===== config.mk =====
export PLATFORM = sky130hd
export DESIGN_NAME = mips_cpu_mem_access
export DESIGN_NICKNAME = d
export VERILOG_FILES = /design/src/rtl/mips_cpu_mem_access.sv
export SDC_FILE = /design/constraint.sdc
export NUM_CORES = 1
export LEC_CHECK = 0
export BUFFER_PORTS_ARGS = -buffer_cell sky130_fd_sc_hd__buf_2
export CAP_MARGIN = 15
export CORE_UTILIZATION = 47
export CTS_BUF_LIST = sky130_fd_sc_hd__clkbuf_16
export DETAILED_ROUTE_END_ITERATION = 6
export PLACE_DENSITY_LB_ADDON = 0.25
export RECOVER_POWER = 25
export SLEW_MARGIN = 30
export SYNTH_ARGS = -nofsm -noshare
export SYNTH_HDL_FRONTEND = slang
export SYNTH_SLANG_ARGS = --single-unit

===== constraint.sdc =====
create_clock -name clk -period 2.3 [get_ports clk]
set_clock_uncertainty 0.05 [all_clocks]
set_input_delay 0.46 -clock clk [delete_from_list [all_inputs] [get_ports clk]]
set_output_delay 0.46 -clock clk [all_outputs]
set_load 0.1 [all_outputs]

===== src/rtl/mips_cpu_mem_access.sv =====
// Data-memory access stage: decodes MIPS loads/stores, runs one waitrequest-handshaked bus cycle per request.
// Optional misalignment trap when MEM_ACCESS_ALIGN_CHECK_EN is defined (adds the fault output).
module mips_cpu_mem_access (
  input  logic        clk,
  input  logic        rst_n,
  input  logic        mem_req,
  input  logic [31:0] instruction,
  input  logic [31:0] address,
  input  logic [31:0] store_data,
  output logic        stall,
  output logic [31:0] read_data,
  output logic        done,
  output logic [31:0] data_address,
  output logic        data_read,
  output logic        data_write,
  output logic [3:0]  data_byteenable,
  output logic [31:0] data_writedata,
  input  logic        data_waitrequest,
  input  logic [31:0] data_readdata
`ifdef MEM_ACCESS_ALIGN_CHECK_EN
  ,
  output logic        fault
`endif
);

  localparam logic [5:0] OP_LB  = 6'b100000;
  localparam logic [5:0] OP_LH  = 6'b100001;
  localparam logic [5:0] OP_LW  = 6'b100011;
  localparam logic [5:0] OP_LBU = 6'b100100;
  localparam logic [5:0] OP_LHU = 6'b100101;
  localparam logic [5:0] OP_SB  = 6'b101000;
  localparam logic [5:0] OP_SH  = 6'b101001;
  localparam logic [5:0] OP_SW  = 6'b101011;

  typedef enum logic [1:0] {IDLE, BUS, DONE} state_t;

  state_t      state;
  logic [5:0]  op;
  logic [1:0]  a;
  logic        is_load;
  logic        is_store;
  logic        is_mem;
  logic        is_half;
  logic        is_word;
  logic [1:0]  eff_off;
  logic [3:0]  be_c;
  logic [31:0] wd_c;
  logic        ld_q;
  logic [1:0]  off_q;
  logic [31:0] shifted;
  logic [31:0] aligned;
  logic        unused_instr;

  assign unused_instr = ^instruction[25:0];

  always_comb begin
    op       = instruction[31:26];
    a        = address[1:0];
    is_load  = (op == OP_LB) || (op == OP_LBU) || (op == OP_LH) ||
               (op == OP_LHU) || (op == OP_LW);
    is_store = (op == OP_SB) || (op == OP_SH) || (op == OP_SW);
    is_mem   = is_load || is_store;
    is_half  = (op == OP_LH) || (op == OP_LHU) || (op == OP_SH);
    is_word  = (op == OP_LW) || (op == OP_SW);
    // Halfword accesses drop a[0], word accesses use lane 0; bytes use a as-is.
    if (is_half)      eff_off = {a[1], 1'b0};
    else if (is_word) eff_off = 2'b00;
    else              eff_off = a;
    case (op)
      OP_SB: begin
        be_c = 4'b0001 << eff_off;
        wd_c = {4{store_data[7:0]}};
      end
      OP_SH: begin
        be_c = 4'b0011 << eff_off;
        wd_c = {2{store_data[15:0]}};
      end
      default: begin
        be_c = 4'b1111;
        wd_c = store_data;
      end
    endcase
  end

  assign stall = mem_req && is_mem && (state != DONE);

  // Bring the addressed byte to bit 0, then byte-reverse so it lands in [31:24].
  assign shifted = data_readdata >> {off_q, 3'b000};
  assign aligned = {shifted[7:0], shifted[15:8], shifted[23:16], shifted[31:24]};

  always_ff @(posedge clk or negedge rst_n) begin
    if (!rst_n) begin
      state           <= IDLE;
      read_data       <= 32'h0;
      done            <= 1'b0;
      data_read       <= 1'b0;
      data_write      <= 1'b0;
      data_byteenable <= 4'h0;
      data_address    <= 32'h0;
      data_writedata  <= 32'h0;
      ld_q            <= 1'b0;
      off_q           <= 2'b00;
`ifdef MEM_ACCESS_ALIGN_CHECK_EN
      fault           <= 1'b0;
`endif
    end else begin
      done <= 1'b0;
`ifdef MEM_ACCESS_ALIGN_CHECK_EN
      fault <= 1'b0;
`endif
      case (state)
        IDLE: begin
          if (mem_req && is_mem) begin
`ifdef MEM_ACCESS_ALIGN_CHECK_EN
            if ((is_half && a[0]) || (is_word && (a != 2'b00))) begin
              state <= DONE;
              done  <= 1'b1;
              fault <= 1'b1;
            end else begin
`endif
              state           <= BUS;
              ld_q            <= is_load;
              off_q           <= eff_off;
              data_address    <= {address[31:2], 2'b00};
              data_read       <= is_load;
              data_write      <= is_store;
              data_byteenable <= be_c;
              data_writedata  <= wd_c;
`ifdef MEM_ACCESS_ALIGN_CHECK_EN
            end
`endif
          end
        end
        BUS: begin
          if (!data_waitrequest) begin
            data_read  <= 1'b0;
            data_write <= 1'b0;
            if (ld_q) read_data <= aligned;
            done  <= 1'b1;
            state <= DONE;
          end
        end
        DONE: state <= IDLE;
        default: state <= IDLE;
      endcase
    end
  end

endmodule

# Yosys cells after proc, flatten, opt, wreduce, memory -nomap -nowiden

Cells that the tools add are included.

Shift operators: 3
Reductions and logical operators: 18
Mux-type cells: 14
Eq/ne operators: 12
Bitwise operators: 1

Operators by type and width:

| operator                                            | number |
|---|---|
| case mux 32 bit (2 select lines)                    | 1 |
| equality test 6 bit, second input constant          | 8 |
| >> shifter 32 x 5 -> 32 bit                         | 1 |
| logical OR 1 bit                                    | 10 |
| two-way mux 2 bit                                   | 4 |
| case mux 4 bit (2 select lines)                     | 1 |
| != test 2 bit, second input constant                | 3 |
| AND reduction 3 bit                                 | 2 |
| two-way mux 1 bit                                   | 5 |
| case mux 1 bit (2 select lines)                     | 2 |
| case mux 2 bit (2 select lines)                     | 1 |
| AND reduction 2 bit                                 | 2 |
| << shifter 1 x 2 -> 4 bit, first input constant     | 1 |
| << shifter 2 x 2 -> 4 bit, first input constant     | 1 |
| equality test 2 x 1 -> 1 bit, second input constant | 1 |
| logical AND 1 bit                                   | 2 |
| zero test 2 bit                                     | 1 |
| nonzero test 2 bit                                  | 1 |
| NOT 1 bit                                           | 1 |

Word-level logic and storage cells: 58
Output and inout port bits: 104
Input port bits: 132
Register bits: 106

# Logic depth before layout (Yosys ltp)

Depth in word-level cells: 9
Gate-level depth with buffers: 8
Gate-level depth less buffers: 6

# Worst setup path after synthesis

Ideal clock, no wire load.

Kind: input port to output port
From: in instruction[28]
To: out stall
Arrival time: 2327 ps
Required time: 1790 ps
Slack: -537 ps
Stages on the path: 4
Buffers on the path: 0
Path through: nand2b_1 a21oi_2 nand3_1 a21oi_1

Longest elaborated chain between the ends: 8
Elaborated cells on any way between the ends: 17
Those cells by class: 8 x eq/ne; 9 x reduce/logical

Ends and longest elaborated chain:

| what                             | line | RTL |
|---|---|---|
| from (decl)                      | 7    | `input logic [31:0] instruction,` |
| equality test 6 bit              | 59   | `is_load = (op == OP_LB) \|\| (op == OP_LBU) \|\| (op == OP_LH) \|\|` |
| logical OR 1 bit (3 in a row)    | 59   |  |
| logical OR 1 bit                 | 60   | `(op == OP_LHU) \|\| (op == OP_LW);` |
| logical OR 1 bit *               | 62   | `is_mem = is_load \|\| is_store;` |
| logical AND 1 bit * (2 in a row) | 85   | `assign stall = mem_req && is_mem && (state != DONE);` |
| to (decl)                        | 10   | `output logic stall,` |

Every way passes the cells marked *; elsewhere a longest branch is shown, timed or not.

# Worst setup path after layout

Same ends and word-level chain as after synthesis.

==> flow_summary.toml <==
[timing]
worst_pin_slew_ps = 930
slew_headroom_pct = 38.0
finalSetupTns_ps = 0
setup_viol = 0
slew_violations = 0
period_minus_slack_ps = 1970
report.final.hold_viol_count = 0
fmax_mhz = 508
rsz0062_at_grt = "no"
timing.final.crit_share_pct = 85.5

[logic_synthesis]
synth-edff-count = 0
ys_seq_area_share_pct = 54.1
async_flop_share_pct = 100
syn_inst = 405
synth_area_leaders = "dfrtp_1 (54%), mux2_2 (19%), mux2i_1 (5.3%)"
ys.flop_type = "dfrtp_1"
netlist.area_leader.share_pct = 54.1
yosys.area.top_type = "dfrtp_1"
yosysMostFrequentCell = "dfrtp_1"
ys_types = 38
syn_area_sq_um = 4910
ys_ff_latch = 106
synth_top_cells_by_count = "dfrtp_1 (106), mux2_2 (83), nand2_1 (36)"
syn_area_per_cell_sq_um = 12.1
synth_warnings = 0

[drt]
drc_errors = 0
via_per_inst = 5.17
dr.pass1.iters = 4
dr.first_iter.drc_count = 176
ant_nets = 0
wl_um = 11700
wl_per_cell_um = 15.6
vias = 3858

[die]
pin_count = 236
rows = 36
initial_core_util_pct = 49.3
die_w_um = 104
die_height_um = 104
dieArea_sq_um = 10900
core-area_sq_um = 9950

[critical_path]
end_kind = "output pin"
path_class = "primary input to output pin"
crit_path_start_kind = "primary input"
ff2ff_path_depth = 6
cp_max_fo = 5
r2r_end = "read_data[24]"
worstPathRequired_ps = 1790
cp-startpoint = "instruction[28]"
crit_path_end = "stall"
worst_r2r_startpoint = "state[0]"
r2r_slack_ps = 510
crit_arrival_ps = 1460

[clock_tree]
cts_tree = "yes"
clk_pin_slew_ps = 70
h-tree-depth = 3
clock_latency_ps = 340
cts_setup_buffers = 0
hold_buffers = 0
cts_buffers = 9
clkSinkCount = 106
cts-root-buf = "clkbuf_16"
clk_path_buf_depth = 2
cts_resized = 0

[placement]
port_buffers = 207
place_congestion = 0.854
hpwl_um = 8790

[global_route]
grt_usage_pct = 22.3
grt_pass1_wl_um = 19000
first_global_vias = 4037
grt_max_degree = 57
gr-total-overflow = 0
antenna_found_initial = 1

[pwr]
ir_drop_mv = 0.889
p_leak_nw = 3.28
power.density_nw_per_um2 = 1490

[finish]
multi_input_area_sq_um = 2100
drive_above_1_share_pct = 53.2
syn_to_final_growth_pct = 31.1
regArea_sq_um = 2650
nFillCells = 827
final_util_pct = 64.6
diodes = 0
nNetsFinal = 740

[worst_hold_path]
hold_path.class = "primary input to asynchronous set/reset pin"

[job]
cap_violations = 0

[outcome]
status = "complete, no violations"
metrics by stage:
| step | cells | power [mW] | hold WS (ps) | cell area (sq um) | setup slack (ps) |
|---|---|---|---|---|---|
| after floorplan | 406 | 7.16 | 114 | 4910 | 79.9 |
| after global placement | 730 | 8.03 | 394 | 6140 | 236 |
| after detailed placement | 730 | 8.11 | 409 | 6140 | 208 |
| after CTS | 746 | 9.64 | 35.1 | 6430 | 325 |
| after global routing | 746 | 9.92 | 266 | 6430 | 277 |
| final | 746 | 9.57 | 194 | 6430 | 333 |
flip-flops by register name (all words and copies together), names as in the netlist:
signal	cells
ld_q	1
read_data	32
data_address	30
done	1
state	2
off_q	2
data_writedata	32
data_write	1
data_read	1
data_byteenable	4
layer usage:
metal	vias up	share of wire, %	track usage, %
met2	148	49	37.2
met3	24	7.2	7.46
li1	1835	-	-
met5	-	0.069	0
met4	2	2.8	9.90
met1	1849	40	26.2
worst min path at each step:
stage | slack (ps) | end | cells past startpoint
CTS | 40 | read_data[14] | 1
finish | 190 | read_data[14] | 1
floorplan | 110 | data_address[10] | 0
global route | 270 | data_address[29] | 2
global placement | 390 | data_address[3] | 1
detailed placement | 410 | read_data[8] | 1
critical path: stages:
cell      delay, ps
buf_2           120
nand2b_1        150
a21oi_2         230
nand3_1         120
a21oi_2         170
buf_12          200
cell usage in the layout (no fill, tap or decap), drive strengths merged, types with 9 or more instances in the layout:
| cell type | netlist | final |
|---|---|---|
| buf | 18 | 218 |
| dfrtp | 106 | 106 |
| mux2 | 91 | 91 |
| nand2 | 37 | 37 |
| a21oi | 35 | 35 |
| mux2i | 26 | 26 |
| o21ai | 20 | 20 |
| nor2 | 12 | 12 |
| clkbuf | 11 | 11 |
| nor2b | 9 | 9 |
| inv | 6 | 9 |
kinds of logic (layout without fill, tap and decap cells):
| logic type | Yosys count | count (layout) | share of synthesized area [%] |
|---|---|---|---|
| multiplexers | 117 | 117 | 26.3 |
| flip-flops | 106 | 106 | 54.1 |
| AO/OA/AOI/OAI | 76 | 76 | 8.98 |
| AND/OR/NAND/NOR | 70 | 70 | 7.04 |
| buffers and inverters | 35 | 242 | 3.49 |
| other | 1 | 2 | 0.0764 |
power breakdown:
part	total [mW]	switching [mW]	leakage (nW)	internal, mW
Clock	1.52	0.674	0.149	0.844
Combinational	5.39	4.48	1.82	0.907
Sequential	2.66	0.283	1.31	2.38
Total	9.57	5.44	3.28	4.13
final cells by class:
| class | instances | area share, % |
|---|---|---|
| timing repair buffer | 220 | 18.6 |
| inverter | 6 | 0.350 |
| clock buffer | 9 | 3.50 |
| tap | 133 | 2.59 |
| sequential | 106 | 41.3 |
| clock inverter | 7 | 1.07 |
| multi-input combinational | 265 | 32.6 |
No activity file was read; power rests on OpenSTA's default activity.
